`src/rtl/adc_deser_decim.sv`:
```
// Multi-lane serial ADC deserialiser: oversampled bit/word capture, raw frame output,
// per-lane boxcar decimation, sticky framing-error flag and a presence watchdog.
module adc_deser_decim #(
    parameter int unsigned N_CH        = 4,
    parameter int unsigned SAMPLE_BITS = 18,
    parameter int unsigned LOG2_DECIM  = 5,
    parameter int unsigned TIMEOUT     = 1023
) (
    input  logic                          processing_clock,
    input  logic                          reset,
    input  logic                          enable,
    input  logic                          error_clear,
    input  logic                          ADC_clock,
    input  logic                          ADC_word_sync,
    input  logic [N_CH-1:0]               ADC_serial_data,
    output logic [N_CH*SAMPLE_BITS-1:0]   raw_data,
    output logic                          raw_valid,
    output logic [N_CH*SAMPLE_BITS-1:0]   ADC_data,
    output logic                          ADC_data_valid,
    output logic                          frame_error,
    output logic                          ADC_detection
);

    localparam int unsigned SW = N_CH + 2;
    localparam int unsigned CW = $clog2(SAMPLE_BITS + 1);
    localparam int unsigned AW = SAMPLE_BITS + LOG2_DECIM;
    localparam int unsigned DW = (LOG2_DECIM > 0) ? LOG2_DECIM : 1;
    localparam int unsigned TW = $clog2(TIMEOUT + 1);
    localparam logic [CW-1:0] LAST_BIT   = CW'(SAMPLE_BITS - 1);
    localparam logic [CW-1:0] FULL_CNT   = CW'(SAMPLE_BITS);
    localparam logic [DW-1:0] DECIM_LAST = DW'((1 << LOG2_DECIM) - 1);
    localparam logic [TW-1:0] WD_MAX     = TW'(TIMEOUT);

    typedef enum logic {IDLE, RECV} fr_state_e;

    fr_state_e state_q, state_d;

    logic [SW-1:0]                         sync1_q, sync1_d, sync2_q, sync2_d;
    logic                                  bclk_prev_q, bclk_prev_d;
    logic [CW-1:0]                         bit_cnt_q, bit_cnt_d;
    logic [N_CH-1:0][SAMPLE_BITS-1:0]      shift_q, shift_d;
    logic [N_CH-1:0][SAMPLE_BITS-1:0]      raw_data_q, raw_data_d;
    logic                                  raw_valid_q, raw_valid_d;
    logic                                  frame_error_q, frame_error_d;
    logic [TW-1:0]                         wd_cnt_q, wd_cnt_d;
    logic                                  detect_q, detect_d;
    logic [N_CH-1:0][AW-1:0]               acc_q, acc_d;
    logic [DW-1:0]                         dcnt_q, dcnt_d;
    logic [N_CH-1:0][SAMPLE_BITS-1:0]      adc_data_q, adc_data_d;
    logic                                  adc_valid_q, adc_valid_d;

    logic signed [AW-1:0] sum_w [N_CH];
    logic                 bclk_s, bsync_s, bit_event;
    logic [N_CH-1:0]      bdata_s;
    logic                 start, advance, frame_done, err_evt;

    assign bclk_s    = sync2_q[SW-1];
    assign bsync_s   = sync2_q[SW-2];
    assign bdata_s   = sync2_q[N_CH-1:0];
    assign bit_event = bclk_s & ~bclk_prev_q;

    // Framer state register
    always_ff @(posedge processing_clock or posedge reset) begin
        if (reset) state_q <= IDLE;
        else       state_q <= state_d;
    end

    // Framer next state
    always_comb begin
        state_d = state_q;
        if (bit_event) begin
            if (bsync_s)
                state_d = (SAMPLE_BITS == 1) ? IDLE : RECV;
            else if (state_q == RECV && bit_cnt_q == LAST_BIT)
                state_d = IDLE;
        end
    end

    // Framer outputs: a sync while receiving discards the partial word and restarts at the MSB
    always_comb begin
        start      = bit_event & bsync_s;
        advance    = bit_event & ~bsync_s & (state_q == RECV);
        err_evt    = start & (state_q == RECV);
        bit_cnt_d  = bit_cnt_q;
        shift_d    = shift_q;
        if (start) begin
            bit_cnt_d = CW'(1);
            for (int unsigned k = 0; k < N_CH; k++)
                shift_d[k] = SAMPLE_BITS'(bdata_s[k]);
        end else if (advance) begin
            bit_cnt_d = bit_cnt_q + CW'(1);
            for (int unsigned k = 0; k < N_CH; k++)
                shift_d[k] = {shift_q[k][SAMPLE_BITS-2:0], bdata_s[k]};
        end
        frame_done = (start | advance) & (bit_cnt_d == FULL_CNT);
        if (frame_done)
            bit_cnt_d = '0;
    end

    always_comb begin
        sync1_d     = {ADC_clock, ADC_word_sync, ADC_serial_data};
        sync2_d     = sync1_q;
        bclk_prev_d = bclk_s;

        raw_valid_d = frame_done;
        raw_data_d  = frame_done ? shift_d : raw_data_q;

        frame_error_d = err_evt ? 1'b1 : (error_clear ? 1'b0 : frame_error_q);

        if (frame_done) begin
            wd_cnt_d = '0;
            detect_d = 1'b1;
        end else begin
            wd_cnt_d = (wd_cnt_q == WD_MAX) ? wd_cnt_q : wd_cnt_q + TW'(1);
            detect_d = (wd_cnt_d == WD_MAX) ? 1'b0 : detect_q;
        end

        // Decimator runs one cycle behind the raw register
        for (int unsigned k = 0; k < N_CH; k++)
            sum_w[k] = $signed(acc_q[k]) + AW'($signed(raw_data_q[k]));
        acc_d       = acc_q;
        dcnt_d      = dcnt_q;
        adc_data_d  = adc_data_q;
        adc_valid_d = 1'b0;
        if (!enable) begin
            acc_d  = '0;
            dcnt_d = '0;
        end else if (raw_valid_q) begin
            if (dcnt_q == DECIM_LAST) begin
                for (int unsigned k = 0; k < N_CH; k++)
                    adc_data_d[k] = SAMPLE_BITS'(sum_w[k] >>> LOG2_DECIM);
                adc_valid_d = 1'b1;
                acc_d       = '0;
                dcnt_d      = '0;
            end else begin
                for (int unsigned k = 0; k < N_CH; k++)
                    acc_d[k] = sum_w[k];
                dcnt_d = dcnt_q + DW'(1);
            end
        end
    end

    always_ff @(posedge processing_clock or posedge reset) begin
        if (reset) begin
            sync1_q       <= '0;
            sync2_q       <= '0;
            bclk_prev_q   <= 1'b0;
            bit_cnt_q     <= '0;
            shift_q       <= '0;
            raw_data_q    <= '0;
            raw_valid_q   <= 1'b0;
            frame_error_q <= 1'b0;
            wd_cnt_q      <= '0;
            detect_q      <= 1'b0;
            acc_q         <= '0;
            dcnt_q        <= '0;
            adc_data_q    <= '0;
            adc_valid_q   <= 1'b0;
        end else begin
            sync1_q       <= sync1_d;
            sync2_q       <= sync2_d;
            bclk_prev_q   <= bclk_prev_d;
            bit_cnt_q     <= bit_cnt_d;
            shift_q       <= shift_d;
            raw_data_q    <= raw_data_d;
            raw_valid_q   <= raw_valid_d;
            frame_error_q <= frame_error_d;
            wd_cnt_q      <= wd_cnt_d;
            detect_q      <= detect_d;
            acc_q         <= acc_d;
            dcnt_q        <= dcnt_d;
            adc_data_q    <= adc_data_d;
            adc_valid_q   <= adc_valid_d;
        end
    end

    assign raw_data       = raw_data_q;
    assign raw_valid      = raw_valid_q;
    assign ADC_data       = adc_data_q;
    assign ADC_data_valid = adc_valid_q;
    assign frame_error    = frame_error_q;
    assign ADC_detection  = detect_q;

endmodule

```
`config.mk`:
```
export PLATFORM = sky130hd
export DESIGN_NAME = adc_deser_decim
export DESIGN_NICKNAME = d
export VERILOG_FILES = /design/src/rtl/adc_deser_decim.sv
export SDC_FILE = /design/constraint.sdc
export NUM_CORES = 1
export LEC_CHECK = 0
export CAP_MARGIN = 20
export CELL_PAD_IN_SITES_DETAIL_PLACEMENT = 1
export CELL_PAD_IN_SITES_GLOBAL_PLACEMENT = 1
export CORE_ASPECT_RATIO = 2
export CORE_MARGIN = 3
export CORE_UTILIZATION = 46
export DETAILED_ROUTE_END_ITERATION = 16
export GPL_TIMING_DRIVEN = 0
export HOLD_SLACK_MARGIN = 0.06
export PLACE_DENSITY_LB_ADDON = 0.1
export SYNTH_ARGS = -nofsm -noshare
export SYNTH_HDL_FRONTEND = slang
export SYNTH_SLANG_ARGS = --single-unit
```
`constraint.sdc`:
```
create_clock -name processing_clock -period 13.8 [get_ports processing_clock]
set_input_delay 1.38 -clock processing_clock [delete_from_list [all_inputs] [get_ports processing_clock]]
set_output_delay 1.38 -clock processing_clock [all_outputs]
set_load 0.02 [all_outputs]
```
==> out/metrics.cfg, run 1 <==
[synthesis]
syn_avg_cell_area_um2 = 10.2
yosys-top-cells-count = dfrtp_1, nand2_1, nor3_1
synthesis.nets = 1802
synth_area_um2 = 17200
yosys_register_bits = 346
async_flop_share = 1.00
synth_top_area_share = 0.503
yosys.cell_types.count = 75
yosys-top-cells-area = dfrtp_1, ha_1, nand2_1
yosysTopAreaCell = dfrtp_1
ys.flop_type = dfrtp_1
synth_edf_count = 0
synth_cells = 1695
yosysSeqAreaShare = 0.503
synth_most_common_cell = dfrtp_1
yosysWarnings = 0

[pwr]
switchingPower_mw = 0.540
power_mw = 2.22
p_leak_nw = 9.74
pwr-share-seq = 0.491
power_frac_comb = 0.058
switching_share = 0.243
power_frac_clock = 0.451
vdd_ir_drop_max_uv = 87.8
p_per_area_nw_per_um2 = 108
p_int_mw = 1.68

[clocking]
clkLatencyLatePin_ps = 530
cts_setup_buffers = 0
cts_tree = yes
cts_resized = 0
cts_made_buffers = 35
cts-root-buf = clkbuf_16
cts_hold_buf = 0
numClockSinks = 346
ctsHtreeMaxLevel = 2
cts.path.max_buffers = 3
clkSlewWorstSetupHoldPaths_ps = 70

[sta]
rsz0062_at_grt = false
timing.hold.ws_ps = 348
slew_viol_final = 0
finalCriticalPeriod_ps = 4050
post-route-period-util = 0.293
setup_viol = 0
fin_worst_skew_ps = 16.6
worst_pin_slew_ps = 1030
fmax_mhz = 247
hold_violations = 0
maxSlewHeadroom = 0.312

[grt]
grt_max_degree = 129
grt_antenna_before_repair = 1
grt_pass1_wl_um = 82000
first_global_vias = 15200
grt.total_usage = 0.259
globalRouteOverflowTotal = 0

[placement]
port_buffers = 157
place_inst = 2308
gp_congestion = 0.919
dp_hpwl_um = 37900

[die]
die_w_um = 143
die_y_um = 280
core_um2 = 36700
ios = 158
initial_utilization = 0.470
num_rows = 99
dieArea_um2 = 39900

[finish]
layout.nets = 1998
utilization = 0.562
num-fill-cells = 4019
fin_cells = 2369
final-seq-area_um2 = 8660
multi_input_area_um2 = 8120
area_delta_synth_final_pct = 19.7
final_layout_size_suffix_gt1_frac = 0.0904

[setup_path]
startpoint_type = input pin
end_kind = register
required_ps = 14260
path_max_fanout = 10
worstPathArrival_ps = 4510
path_class = input pin to register

[worst_hold_path]
hold_class = register to register

[outcome]
outcome = finished, final reports clean

[drt]
drc = 0
ant_nets = 0
viasPerCell = 5.80
wirelength_um = 51000
routedWlPerCell_um = 21.5
dr.pass1.iters = 4
drtIter0Drc = 467
num_vias = 13700

[flow_run]
maxCapViolCount = 0

[kinds of logic (layout without fill, tap and decap cells)]
family                     count (synthesis)  count (layout)  synth area share
DFF                                      346             346             0.503
xor gates and xnor gates                  89              89            0.0461
adders and majority gates                 97              97            0.0722
AOI/OAI and AO/OA                        391             391             0.147
other                                      0               1                 0
buffers and inverters                    105             324            0.0254
and+or+nand+nor                          575             575             0.146
muxes                                     92              92            0.0599
[metrics by stage]
stage	area (µm²)	setup TNS (ps)	setup slack [ps]
finish	20600	0	9750
CTS	20600	0	9740
floorplan	17200	0	2830
global placement	19400	-520730	-1560
detailed placement	19400	0	9250
global route	20600	0	9650
[final cells by class]
class	count	share of cell area
multi-input combinational	1244	0.394
clock buffer	42	0.0473
antenna	1	0.000121
timing repair buffer	159	0.0789
inverter	23	0.00455
tap	454	0.0276
clock inverter	18	0.00996
sequential	346	0.420
buffer	82	0.0171
[power by group through the flow]
stage	Combinational [mW]	Clock, mW	Sequential, mW
after floorplan	0.0870	0	1.10
after detailed placement	0.130	0	1.11
after global placement	0.122	0	1.11
after CTS	0.131	1.02	1.09
after global routing	0.145	1.06	1.10
final	0.128	1.00	1.09
[critical path, cell delays in order]
cell             delay (ps)
clkdlybuf4s50_1         530
nand3_1                 160
clkbuf_1                380
inv_2                   460
clkbuf_1                690
buf_1                   660
nand2_1                 140
nand2_1                  80
[state kept, by name, indices dropped and copies added, names as in the netlist]
register and flops:
ADC_data 72, bclk_prev_q 1, sync2_q 6, state_q 1, sync1_q 6, acc_q 92
wd_cnt_q 10, raw_data 72, dcnt_q 5, ADC_detection 1, shift_q 72, raw_valid 1
ADC_data_valid 1, frame_error 1, bit_cnt_q 5
[worst paths after layout]
path / endpoint / cells past startpoint / slack [ps] / startpoint
max: ADC_data[2] / 8 / 9750 / enable
min: sync2_q[4] / 0 / 350 / sync1_q[4]
max reg2reg: ADC_data[2] / 10 / 10150 / dcnt_q[0]
min reg2reg: sync2_q[4] / 0 / 350 / sync1_q[4]
max in group asynchronous: acc_q[7] / 3 / 11280 / reset
min in group asynchronous: ADC_data_valid / 2 / 1380 / reset
[per-layer routing]
layer  GRT usage  part of all wire
met1       0.281              0.37
met2       0.490              0.55
met3      0.0251             0.025
met4       0.131             0.058
met5           0                 0
[cell usage in the layout (no fill, tap or decap), drive strengths merged, types with 41 or more instances in the layout]
cell,n
nor2,119
xnor2,47
dfrtp,346
a21o,41
mux2,86
clkdlybuf4s50,157
nand2,252
xor2,41
a22o,43
a21oi,99
clkbuf,109
ha,93
o21ai,125
nor3,119
No activity file was read; power rests on OpenSTA's default activity.
==> run 2, diff against run 1 <==
==> constraint.sdc (replaced) <==
create_clock -name processing_clock -period 4.2 [get_ports processing_clock]
set_input_delay 0.42 -clock processing_clock [delete_from_list [all_inputs] [get_ports processing_clock]]
set_output_delay 0.42 -clock processing_clock [all_outputs]
set_load 0.02 [all_outputs]
==> run 2 against run 1 <==
- register-to-register slack worse by 9600 ps
- first-iteration DRC count fell by 3.0%
- clock power grew to 3.2 times the previous value
- flip-flop and latch count did not move
- routed wire length up 3.2%
- cell count increased by 0.21%
- critical path depth grew 2
- combinational power grew to 3.5 times the previous value
- worst hold slack worse by 23 ps
- design area up 0.47%
- clock skew increased by 4.7 ps
- critical path type is now register to register
- critical endpoint is now ADC_data[4]
- largest power group unchanged
==> out/metrics.cfg, run 2 (same netlist as run 1, synthesis figures left out) <==
[sta]
finalCriticalPeriod_ps = 3660
fin_worst_skew_ps = 21.3
slew_viol_final = 0
timing.hold.ws_ps = 325
setup_viol = 0
tns_ps = 0
setup_ws_ps = 536
post-route-period-util = 0.872
maxSlewHeadroom = 0.296
rsz0062_at_grt = false
fmax_mhz = 273
worst_pin_slew_ps = 1060
hold_violations = 0

[grt]
grt_pass1_wl_um = 84500
globalRouteOverflowTotal = 0
grt_max_degree = 42
grt_antenna_before_repair = 1
grtUsageMet2 = 0.515
grt-busiest-layer = met2
met3_usage = 0.0272
grt.total_usage = 0.267
first_global_vias = 15400
gr-usage-met1 = 0.284

[clocking]
cts_made_buffers = 35
cts_setup_buffers = 0
ctsHtreeMaxLevel = 2
cts_hold_buf = 0
cts-root-buf = clkbuf_16
cts.path.max_buffers = 3
numClockSinks = 346
clkLatencyLatePin_ps = 540
clkSlewWorstSetupHoldPaths_ps = 70
cts_resized = 0
cts_tree = yes

[setup_path]
path_class = register to register
path_max_fanout = 10
startpoint_type = register
worstPathArrival_ps = 4120
end_kind = register
required_ps = 4660

[placement]
gp_congestion = 0.884
preCtsSetupSlack_ps = 579
port_buffers = 157
place_inst = 2315
dp_hpwl_um = 39200
dpl_cell_area_um2 = 19600

[pwr]
p_per_area_nw_per_um2 = 350
switchingPower_mw = 1.80
power_frac_comb = 0.061
p_leak_nw = 9.77
p_int_mw = 5.46
switching_share = 0.248
vdd_ir_drop_max_uv = 280
pwr-share-seq = 0.495
power_mw = 7.26
power_frac_clock = 0.444

[die]
ios = 158
dieArea_um2 = 39900
core_um2 = 36700
die_y_um = 280
initial_utilization = 0.470
num_rows = 99
die_w_um = 143

[finish]
fin_cells = 2374
layout.nets = 2005
num-fill-cells = 4079
final_layout_size_suffix_gt1_frac = 0.0927
antenna-diode-count = 0
final_cell_area_um2 = 20700
final_common_cell = dfrtp_1
largest_reg_flops = 92
final_cell_mix = dfrtp_1, nand2_1, clkdlybuf4s50_1, nor3_1, nor2_1
largest-register = acc_q
utilization = 0.565
area_delta_synth_final_pct = 20.2

[drt]
ant_nets = 0
drtIter0Drc = 453
routedWlPerCell_um = 22.2
viasPerCell = 5.81
num_vias = 13800
drc = 0
dr.pass1.iters = 4
wirelength_um = 52700

[outcome]
outcome = finished, final reports clean

[flow_run]
maxCapViolCount = 0

[worst_hold_path]
hold_class = input pin to register

run 2: cell types whose count changed in the layout (fill, tap and decap cells not counted), sizes merged:
cell      previous run  this run
clkinv              10         7
clkinvlp             2         4
clkbuf             109       112
bufinv               4         2
buf                 17        24
diode                1         0
inv                 25        24
run 2: power by group through the flow:
stage	clock [mW]	combinational (mW)	sequential (mW)
after floorplan	0	0.286	3.62
after global placement	0	0.400	3.64
after detailed placement	0	0.445	3.65
after CTS	3.30	0.452	3.59
after global routing	3.42	0.501	3.61
final	3.22	0.444	3.59
run 2: routing by layer:
layer | vias up | part of all wire
met5 | - | 0.00025
met4 | 2 | 0.054
met3 | 121 | 0.022
met2 | 260 | 0.56
met1 | 7035 | 0.36
li1 | 6385 | -
run 2: worst paths after layout:
check	startpoint	to	slack (ps)	cells after the start
max in group asynchronous	reset	acc_q[71]	2620	5
min in group asynchronous	reset	ADC_data[23]	370	2
setup reg to reg	dcnt_q[0]	ADC_data[4]	540	10
hold reg to reg	sync1_q[3]	sync2_q[3]	350	0
hold / removal	ADC_serial_data[3]	sync1_q[3]	330	1
setup / recovery	dcnt_q[0]	ADC_data[4]	540	10
run 2: worst max-delay path, cell delays in order, from the launching register on:
cell      delay [ps]
dfrtp_1          410
ha_1             210
and3_1           180
ha_1             190
nand3_1          150
clkbuf_1         380
inv_2            470
clkbuf_1         710
buf_1            670
nand2_1          140
nand2_1           80
run 2: area by class of cell:
class	count	area, µm²	area share
Clock inverter	14	145	0.00701
Multi-Input combinational cell	1244	8120	0.392
Inverter	23	90.1	0.00435
Clock buffer	45	1010	0.0486
Sequential cell	346	8660	0.418
Timing Repair Buffer	166	1760	0.0850
Buffer	82	352	0.0170
Tap cell	454	568	0.0274
==> run 3, diff against run 2 <==
--- a/config.mk
+++ b/config.mk
@@ -8,7 +8,6 @@
 export CAP_MARGIN = 20
 export CELL_PAD_IN_SITES_DETAIL_PLACEMENT = 1
 export CELL_PAD_IN_SITES_GLOBAL_PLACEMENT = 1
-export CORE_ASPECT_RATIO = 2
 export CORE_MARGIN = 3
 export CORE_UTILIZATION = 46
 export DETAILED_ROUTE_END_ITERATION = 16
==> run 3 against run 2 <==
- worst hold slack got worse by 8.6 ps
- highest routed layer unchanged
- register-to-register slack better by 130 ps
- critical endpoint is now ADC_data[31]
- clock-buffer cell count rose by 9
- largest cell class unchanged
- combinational power about the same
- clock skew decreased by 13 ps
- setup slack better by 130 ps
==> out/metrics.cfg, run 3 (same netlist as run 1, synthesis figures left out) <==
[setup_path]
startpoint_type = register
path_class = register to register
critPathBufInv = 4
required_ps = 4690
worstPathArrival_ps = 4020
path_max_fanout = 10
crit_chain = ha_1, and3_1, ha_1, nand3_1, clkbuf_1, inv_2, clkbuf_1, buf_1, nand2_1, nand2_1
cpMaxStageDelayCell = clkbuf_1
critPathTopFamily = buffers and inverters
max_stage_delay_ps = 620
end_kind = register

[drt]
routedWlPerCell_um = 21.4
num_vias = 13700
drc = 0
drtIter0Drc = 691
ant_nets = 0
viasPerCell = 5.74
wirelength_um = 51400
dr.pass1.iters = 5

[grt]
first_global_vias = 14900
grt_antenna_before_repair = 1
grt_max_degree = 43
grt_pass1_wl_um = 82600
globalRouteOverflowTotal = 0
grt.total_usage = 0.263

[die]
initial_utilization = 0.468
core_um2 = 36800
ios = 158
dieArea_um2 = 39800
die_y_um = 199
die_w_um = 199
num_rows = 70

[sta]
tns_ps = 0
hold_violations = 0
fin_worst_skew_ps = 8.64
post-route-period-util = 0.842
setup_viol = 0
slew_viol_final = 0
fmax_mhz = 283
worst_pin_slew_ps = 1120
maxSlewHeadroom = 0.253
setup_ws_ps = 665
rsz0062_at_grt = false
finalCriticalPeriod_ps = 3530

[clocking]
clkLatencyLatePin_ps = 550
cts_setup_buffers = 0
cts_made_buffers = 41
numClockSinks = 346
cts_hold_buf = 0
cts.path.max_buffers = 3
cts-root-buf = clkbuf_16
clkSlewWorstSetupHoldPaths_ps = 60
cts_tree = yes
ctsHtreeMaxLevel = 2
cts_resized = 0

[finish]
largest_reg_flops = 92
final_cell_area_um2 = 20900
final_layout_size_suffix_gt1_frac = 0.0949
utilization = 0.568
antenna-diode-count = 0
num-fill-cells = 4112
largest-register = acc_q
area_delta_synth_final_pct = 21.2
layout.nets = 2011
final_cell_mix = dfrtp_1, nand2_1, clkdlybuf4s50_1, nor3_1, nor2_1
final_common_cell = dfrtp_1

[placement]
dp_hpwl_um = 36600
port_buffers = 157
preCtsSetupSlack_ps = 729
dpl_cell_area_um2 = 19600
gp_congestion = 0.882

[outcome]
outcome = finished, final reports clean

[pwr]
power_mw = 7.60
p_leak_nw = 9.86
vdd_ir_drop_max_uv = 270
p_per_area_nw_per_um2 = 364

[worst_hold_path]
hold_class = input pin to register

[flow_run]
maxCapViolCount = 0

-- run 3: cell types whose count changed in the layout (fill, tap and decap cells not counted), sizes merged --
cell and delta:
inv -2, clkinvlp -2, bufinv +2, clkinv +1
clkbuf +9
-- run 3: routing by layer --
layer	up-vias	share of wire	track usage	routed length [µm]
met4	2	0.034	0.0920	1730
met3	92	0.039	0.0389	2000
met5	-	0.00039	0	20
met2	235	0.48	0.447	24900
li1	6411	-	-	-
met1	7004	0.44	0.345	22700
-- run 3: final cells by class --
type / instances / area (µm²) / area share
Sequential cell: 346 / 8660 / 0.415
Multi-Input combinational cell: 1244 / 8120 / 0.389
Timing Repair Buffer: 166 / 1750 / 0.0839
Clock buffer: 54 / 1140 / 0.0548
Tap cell: 468 / 586 / 0.0280
Buffer: 82 / 352 / 0.0168
Clock inverter: 13 / 171 / 0.00821
Inverter: 23 / 90.1 / 0.00431
-- run 3: final timing paths --
kind | startpoint | to | slack [ps] | cells after the start
min reg2reg | sync1_q[2] | sync2_q[2] | 350 | 0
max | dcnt_q[0] | ADC_data[31] | 670 | 10
max in group asynchronous | reset | raw_data[57] | 2370 | 6
max reg2reg | dcnt_q[0] | ADC_data[31] | 670 | 10
min in group asynchronous | reset | ADC_data[22] | 380 | 2
min | ADC_serial_data[1] | sync1_q[1] | 320 | 1
-- run 3: stage by stage --
step | cells | hold slack, ps
finish | 2396 | 316
floorplan | 1695 | 331
global route | 2396 | 300
detailed placement | 2329 | 342
CTS | 2396 | 287
global placement | 2320 | 334
-- run 3: where the power goes --
group          switching (mW)  leakage (nW)  total [mW]  internal (mW)
Combinational           0.297          4.56       0.442          0.144
Sequential              0.101          4.64        3.59           3.49
Clock                    1.42         0.651        3.57           2.15
-- run 3: worst register-to-register path: stages, from the launching register on --
cell      delay [ps]
dfrtp_1          400
ha_1             220
and3_1           190
ha_1             200
nand3_1          160
clkbuf_1         360
inv_2            500
clkbuf_1         620
buf_1            570
nand2_1          160
nand2_1           90
